### config.mk
export PLATFORM = sky130hd
export DESIGN_NAME = core_ctrl_fsm_flat
export DESIGN_NICKNAME = d
export VERILOG_FILES = /design/src/rtl/core_ctrl_fsm_if.sv /design/src/rtl/core_ctrl_fsm.sv /design/src/flat_wrapper.sv
export SDC_FILE = /design/constraint.sdc
export NUM_CORES = 1
export LEC_CHECK = 0
export ABC_AREA = 1
export CAP_MARGIN = 20
export CORE_MARGIN = 1.5
export CORE_UTILIZATION = 35
export CTS_CLUSTER_DIAMETER = 50
export CTS_CLUSTER_SIZE = 28
export DETAILED_ROUTE_END_ITERATION = 8
export PLACE_DENSITY = 0.63
export SYNTH_ARGS = -nofsm -noshare
export SYNTH_HDL_FRONTEND = slang
export SYNTH_SLANG_ARGS = --single-unit
### constraint.sdc
create_clock -name clk -period 2.1 [get_ports clk]
set_input_delay 0.21 -clock clk [delete_from_list [all_inputs] [get_ports clk]]
set_output_delay 0.21 -clock clk [all_outputs]
set_load 0.1 [all_outputs]
### src/rtl/core_ctrl_fsm_if.sv
// core_ctrl_fsm_if: handshake and control bundle between the sequencer and the rest of the core
interface core_ctrl_fsm_if #(parameter int INSTRET_W = 32);
  logic                 imem_ack;
  logic [3:0]           instr_kind;
  logic                 branch_taken;
  logic                 dmem_ack;
  logic                 imem_req;
  logic                 ir_we;
  logic                 dmem_req;
  logic                 dmem_we;
  logic                 pc_we;
  logic [1:0]           pc_sel;
  logic                 rf_we;
  logic [1:0]           wb_sel;
  logic                 retire;
  logic [INSTRET_W-1:0] instret;
  logic                 trap;
  logic [1:0]           trap_cause;
  logic [2:0]           state_o;
  modport master (
    input  imem_ack, instr_kind, branch_taken, dmem_ack,
    output imem_req, ir_we, dmem_req, dmem_we, pc_we, pc_sel, rf_we, wb_sel,
           retire, instret, trap, trap_cause, state_o
  );
  modport slave (
    output imem_ack, instr_kind, branch_taken, dmem_ack,
    input  imem_req, ir_we, dmem_req, dmem_we, pc_we, pc_sel, rf_we, wb_sel,
           retire, instret, trap, trap_cause, state_o
  );
endinterface

### src/rtl/core_ctrl_fsm.sv
// core_ctrl_fsm: multi-cycle RV32I sequencer FETCH -> DECODE -> EXEC -> [MEM] -> WB with memory
// timeouts, illegal-instruction trap and retired-instruction counter.
module core_ctrl_fsm #(
  parameter int MEM_TIMEOUT = 255,
  parameter int TIMEOUT_W   = 8,
  parameter int INSTRET_W   = 32
) (
  input logic             clk,
  input logic             rst_n,
  core_ctrl_fsm_if.master bus
);
  typedef enum logic [2:0] {FETCH = 3'd0, DECODE = 3'd1, EXEC = 3'd2, MEM = 3'd3, WB = 3'd4, TRAP = 3'd5} state_t;
  localparam logic [3:0] K_LUI = 4'd1, K_JAL = 4'd3, K_JALR = 4'd4, K_BRANCH = 4'd5,
                         K_LOAD = 4'd6, K_STORE = 4'd7, K_FENCE = 4'd10;
  state_t                state, state_n;
  logic                  run, trap_seen, waiting, timeout;
  logic [TIMEOUT_W-1:0]  wcnt;
  logic [3:0]            kind;
  logic [1:0]            cause;
  logic [INSTRET_W-1:0]  ret_cnt;
  // run holds off the first fetch request until the first edge after reset release
  assign waiting = state == MEM || (state == FETCH && run);
  assign timeout = wcnt == TIMEOUT_W'(MEM_TIMEOUT - 1);
  always_ff @(posedge clk or negedge rst_n) begin
    if (!rst_n) begin
      state     <= FETCH;
      run       <= 1'b0;
      trap_seen <= 1'b0;
      wcnt      <= '0;
      kind      <= '0;
      cause     <= '0;
      ret_cnt   <= '0;
    end else begin
      state     <= state_n;
      run       <= 1'b1;
      trap_seen <= state == TRAP;
      wcnt      <= (waiting && state_n == state) ? wcnt + 1'b1 : '0;
      kind      <= state == DECODE ? bus.instr_kind : kind;
      cause     <= (state_n == TRAP && state != TRAP) ? (state == MEM ? 2'd2 : state == FETCH ? 2'd1 : 2'd0) : cause;
      ret_cnt   <= ret_cnt + INSTRET_W'(state == WB);
    end
  end
  always_comb begin
    state_n      = state;
    bus.imem_req = 1'b0;
    bus.ir_we    = 1'b0;
    bus.dmem_req = 1'b0;
    bus.dmem_we  = 1'b0;
    bus.pc_we    = 1'b0;
    bus.pc_sel   = 2'b00;
    bus.rf_we    = 1'b0;
    bus.wb_sel   = 2'b00;
    bus.retire   = 1'b0;
    case (state)
      FETCH: begin
        bus.imem_req = run;
        bus.ir_we    = run && bus.imem_ack;
        state_n      = !run ? FETCH : bus.imem_ack ? DECODE : timeout ? TRAP : FETCH;
      end
      DECODE: state_n = (bus.instr_kind >= K_LUI && bus.instr_kind <= K_FENCE) ? EXEC : TRAP;
      EXEC:   state_n = (kind == K_LOAD || kind == K_STORE) ? MEM : WB;
      MEM: begin
        bus.dmem_req = 1'b1;
        bus.dmem_we  = kind == K_STORE;
        state_n      = bus.dmem_ack ? WB : timeout ? TRAP : MEM;
      end
      WB: begin
        bus.pc_we  = 1'b1;
        bus.retire = 1'b1;
        bus.pc_sel = (kind == K_JAL || (kind == K_BRANCH && bus.branch_taken)) ? 2'b01 :
                     kind == K_JALR ? 2'b10 : 2'b00;
        bus.rf_we  = !(kind == K_BRANCH || kind == K_STORE || kind == K_FENCE);
        bus.wb_sel = kind == K_LUI ? 2'b11 : kind == K_LOAD ? 2'b01 :
                     (kind == K_JAL || kind == K_JALR) ? 2'b10 : 2'b00;
        state_n    = FETCH;
      end
      TRAP: begin
        bus.pc_we  = !trap_seen;
        bus.pc_sel = trap_seen ? 2'b00 : 2'b11;
      end
      default: state_n = TRAP;
    endcase
  end
  assign bus.trap       = state == TRAP;
  assign bus.trap_cause = cause;
  assign bus.state_o    = state;
  assign bus.instret    = ret_cnt;
endmodule

### src/flat_wrapper.sv
// flat-port wrapper written by rule: the top's interface ports become plain ports
module core_ctrl_fsm_flat 
#(
  parameter int MEM_TIMEOUT = 255,
  parameter int TIMEOUT_W   = 8,
  parameter int INSTRET_W   = 32
)
  (clk, rst_n, bus_imem_ack, bus_instr_kind, bus_branch_taken, bus_dmem_ack, bus_imem_req, bus_ir_we, bus_dmem_req, bus_dmem_we, bus_pc_we, bus_pc_sel, bus_rf_we, bus_wb_sel, bus_retire, bus_instret, bus_trap, bus_trap_cause, bus_state_o);
  core_ctrl_fsm_if #(.INSTRET_W(INSTRET_W)) bus_i ();
  input logic clk;
  input logic rst_n;
  input wire logic [$bits(bus_i.imem_ack)-1:0] bus_imem_ack;
  input wire logic [$bits(bus_i.instr_kind)-1:0] bus_instr_kind;
  input wire logic [$bits(bus_i.branch_taken)-1:0] bus_branch_taken;
  input wire logic [$bits(bus_i.dmem_ack)-1:0] bus_dmem_ack;
  output wire logic [$bits(bus_i.imem_req)-1:0] bus_imem_req;
  output wire logic [$bits(bus_i.ir_we)-1:0] bus_ir_we;
  output wire logic [$bits(bus_i.dmem_req)-1:0] bus_dmem_req;
  output wire logic [$bits(bus_i.dmem_we)-1:0] bus_dmem_we;
  output wire logic [$bits(bus_i.pc_we)-1:0] bus_pc_we;
  output wire logic [$bits(bus_i.pc_sel)-1:0] bus_pc_sel;
  output wire logic [$bits(bus_i.rf_we)-1:0] bus_rf_we;
  output wire logic [$bits(bus_i.wb_sel)-1:0] bus_wb_sel;
  output wire logic [$bits(bus_i.retire)-1:0] bus_retire;
  output wire logic [$bits(bus_i.instret)-1:0] bus_instret;
  output wire logic [$bits(bus_i.trap)-1:0] bus_trap;
  output wire logic [$bits(bus_i.trap_cause)-1:0] bus_trap_cause;
  output wire logic [$bits(bus_i.state_o)-1:0] bus_state_o;
  assign bus_i.imem_ack = bus_imem_ack;
  assign bus_i.instr_kind = bus_instr_kind;
  assign bus_i.branch_taken = bus_branch_taken;
  assign bus_i.dmem_ack = bus_dmem_ack;
  assign bus_imem_req = bus_i.imem_req;
  assign bus_ir_we = bus_i.ir_we;
  assign bus_dmem_req = bus_i.dmem_req;
  assign bus_dmem_we = bus_i.dmem_we;
  assign bus_pc_we = bus_i.pc_we;
  assign bus_pc_sel = bus_i.pc_sel;
  assign bus_rf_we = bus_i.rf_we;
  assign bus_wb_sel = bus_i.wb_sel;
  assign bus_retire = bus_i.retire;
  assign bus_instret = bus_i.instret;
  assign bus_trap = bus_i.trap;
  assign bus_trap_cause = bus_i.trap_cause;
  assign bus_state_o = bus_i.state_o;
  core_ctrl_fsm #(.MEM_TIMEOUT(MEM_TIMEOUT), .TIMEOUT_W(TIMEOUT_W), .INSTRET_W(INSTRET_W)) u_core (.clk(clk), .rst_n(rst_n), .bus(bus_i));
endmodule
==> flow_metrics.tcl <==
set metrics [dict create \
    syn-cell-area_um2 2750 \
    synthesis_warning_total 0 \
    design_power_total_uw 4500 \
    yosys_most_used_dff "sky130_fd_sc_hd__dfrtp_1" \
    regToRegStartpoint "u_core.bus.state_o[1]" \
    route.met2.wl_um 2980 \
    worstSetupEndpointType "output pin" \
    worstSkewPairLatency_ns 0.31 \
    final_nets 424 \
    final_layout_size_suffix_gt1_frac 0.272 \
    synth_largest_area_cell "sky130_fd_sc_hd__dfrtp_1" \
    timing_worst_setup_path_type "register to output pin" \
    worst_r2r_path_depth 11 \
    rows 32 \
    timing.clock.skew_ns 0.0135 \
    globalplace.congestion 0.852 \
    dpl.cell_count 504 \
    ys_async_sr_fraction 1.00 \
    drv_slew 0 \
    power.share.switching 0.504 \
    floorplan.core_area_um2 7690 \
    hold_slack_ns 0.440 \
    cp-start-kind "register" \
    yosysMostFrequentCell "sky130_fd_sc_hd__nand2_1" \
    cts_root_buf "sky130_fd_sc_hd__clkbuf_8" \
    min_period_ns 2.00 \
    power_frac_clock 0.180 \
    clock_tree.htree_level_count 2 \
    critPathRequiredTime_ns 1.89 \
    internal-power_uw 2240 \
    report.final.setup_viol 0 \
    dr.pass1.iters 4 \
    avgViaCountPerCell 4.68 \
    synthCells 342 \
    cts_inserted_buffers 5 \
    route.antenna.remaining_nets 0 \
    num_io_pins 58 \
    syn_area_per_cell_um2 8.04 \
    max_slew_margin 0.588 \
    tightest_slew_ns 0.618 \
    comb_power_share 0.522 \
    dieHeight_um 91.7 \
    rrSetupSlack_ns 0.10 \
    worst_setup_hold_path_clk_slew_ns 0.10 \
    grt_pass1_vias 2309 \
    groute.usage.overall 0.173 \
    met1_length_um 3440 \
    fp.dieW_um 91.7 \
    worst_r2r_endpoint "u_core.bus.instret[30]" \
    globalRouteOverflowTotal 0 \
    synth.ff_latch_count 51 \
    crit_path_start "u_core.bus.state_o[1]" \
    peakVddDrop_v 0.00122 \
    sequential_to_total_area_share_from_yosys_stat 0.464 \
    wire_length_on_met3_um 296 \
    synth_top_cells_by_area "sky130_fd_sc_hd__dfrtp_1, sky130_fd_sc_hd__nand2_1, sky130_fd_sc_hd__xor2_1" \
    drt-initial-drc-count 148 \
    max_cap_viol_count 0 \
    path_type_of_the_worst_min_delay_path "primary input to async pin" \
    grt_first_pass_wirelength_um 11400 \
    total_leakage_power_uw 0.00174 \
    clk_path_buf_depth 2 \
    netSwitchingPower_uw 2270 \
    synthesis.nets 355 \
    run_status "complete, no violations" \
    synth-edff-count 0 \
    antennaDiodeCount 0 \
    cts_tree "built" \
    post-dp-hpwl_um 5440 \
    distinct_cell_type_count_after_synthesis 27 \
    synth_top_cell_area_share 0.464 \
    critical_path.endpoint "bus_wb_sel[1]" \
    antenna_found_initial 0 \
    detail_route.wirelength_um 6850 \
    finalSetupTns_ns 0 \
    cts.sinks 51 \
    area_delta_synth_final_pct 40.8 \
    power.sequential.fraction 0.298 \
    timing_hold_violations_final 0 \
    crit_arrival_ns 1.79 \
    rsz0062_at_grt "false" \
    synth_top_cells_by_count "sky130_fd_sc_hd__nand2_1, sky130_fd_sc_hd__nor2_1, sky130_fd_sc_hd__dfrtp_1, sky130_fd_sc_hd__inv_1, sky130_fd_sc_hd__xor2_1" \
    final.period_utilization 0.950 \
    largest_net_degree_at_the_start_of_global_routing 27 \
    port_buffers 57 \
    remaining_drc_errors 0 \
    routed_wire_per_std_cell_um 13.3 \
    highest_fanout_seen_on_the_critical_path 4 \
    power-per-cell-area_nw_per_um2 1160 \
    maxClockFrequency_mhz 501 \
    final_cells 514 \
    topRoutingLayerUsed "met4" \
    initial_utilization 0.358 \
    die_area_um2 8400 \
    num_vias 2407 \
]
[worst max-delay path, cell delays in order, from the launching register on]
cell                      delay [ns]
sky130_fd_sc_hd__dfrtp_4        0.50
sky130_fd_sc_hd__inv_4          0.08
sky130_fd_sc_hd__nand2_4        0.06
sky130_fd_sc_hd__nor2_4         0.14
sky130_fd_sc_hd__buf_4          0.16
sky130_fd_sc_hd__nand4_1        0.21
sky130_fd_sc_hd__o21ai_4        0.14
sky130_fd_sc_hd__buf_12         0.19
[flip-flops by register name, indices dropped and copies added (netlist names)]
name and count:
u_core.bus.instret 32, u_core.bus.state_o 3, u_core.bus.trap_cause 2, u_core.kind 4, u_core.run 1, u_core.trap_seen 1
u_core.wcnt 8
[through the flow]
| stage | util | instance area [µm²] | setup slack [ns] |
|---|---|---|---|
| after floorplan | - | 2990 | -0.742 |
| after detailed placement | 0.483 | 3710 | 0.0574 |
| after global placement | 0.483 | 3710 | 0.117 |
| after global routing | 0.504 | 3870 | 0.00617 |
| final | 0.504 | 3870 | 0.105 |
| after CTS | 0.502 | 3860 | 0.0292 |
[worst min-delay path by stage]
| stage | start | to | slack (ns) | cells after the start |
|---|---|---|---|---|
| floorplan | rst_n | u_core.bus.instret[0] | -0.09 | 0 |
| global placement | rst_n | u_core.bus.instret[30] | 0.27 | 1 |
| detailed placement | rst_n | u_core.bus.instret[30] | 0.27 | 1 |
| CTS | rst_n | u_core.bus.instret[14] | 0.46 | 2 |
| global route | rst_n | u_core.bus.instret[14] | 0.51 | 2 |
| finish | rst_n | u_core.bus.instret[14] | 0.44 | 2 |
[layer usage]
metal / vias up / global-route usage
met3: 10 / 0.0307
met5: - / 0
met4: 0 / 0.0573
met1: 1121 / 0.253
met2: 54 / 0.257
li1: 1222 / -
[power by group through the flow]
stage,Combinational (µW),Sequential [µW],Clock (µW)
5_1_grt,2480,1360,869
6_report,2350,1340,812
3_3_place_gp,2350,1350,0
2_1_floorplan,1180,1930,0
3_5_place_dp,2350,1350,0
4_1_cts,2360,1340,823
[area by class of cell]
type	count	area, µm²
clock inverters	3	67.6
inverters	41	161
fillers	775	3810
repair buffers	64	648
well taps	102	128
flip-flops and latches	51	1290
multi-input cells	248	1510
clock buffers	5	68.8
[kinds of logic (layout without fill, tap and decap cells)]
family          after synthesis  after routing  synth area share
fa+ha+maj                     4              4            0.0182
buf+inv                      43            113            0.0596
flops                        51             51             0.464
other cells                   1              1           0.00136
xor+xnor                     33             33             0.105
simple gates                200            200             0.330
compound gates               10             10            0.0218
[repair_timing]
| action | CTS | global route |
|---|---|---|
| endpoints found under the hold margin | 25 | 0 |
| setup buffers | 0 | 1 |
| hold buffers | 1 | 0 |
| resized for setup | 0 | 3 |
| endpoints found under the setup margin | 0 | 6 |
[layout by cell type, fill, tap and decap left out, drive strengths merged]
master / n
o21ai: 7
clkbuf: 5
nand4: 14
buf: 56
xnor2: 9
nor4: 4
nor3: 16
a32oi: 1
dlygate4sd3: 1
inv: 41
bufinv: 2
clkinvlp: 1
conb: 1
a221oi: 1
a211oi: 1
nand3b: 1
nand3: 15
dfrtp: 51
nor2: 56
nand2: 92
ha: 4
xor2: 24
or4: 1
or2: 1
clkdlybuf4s50: 7
Power figures use the tool's default switching activity.
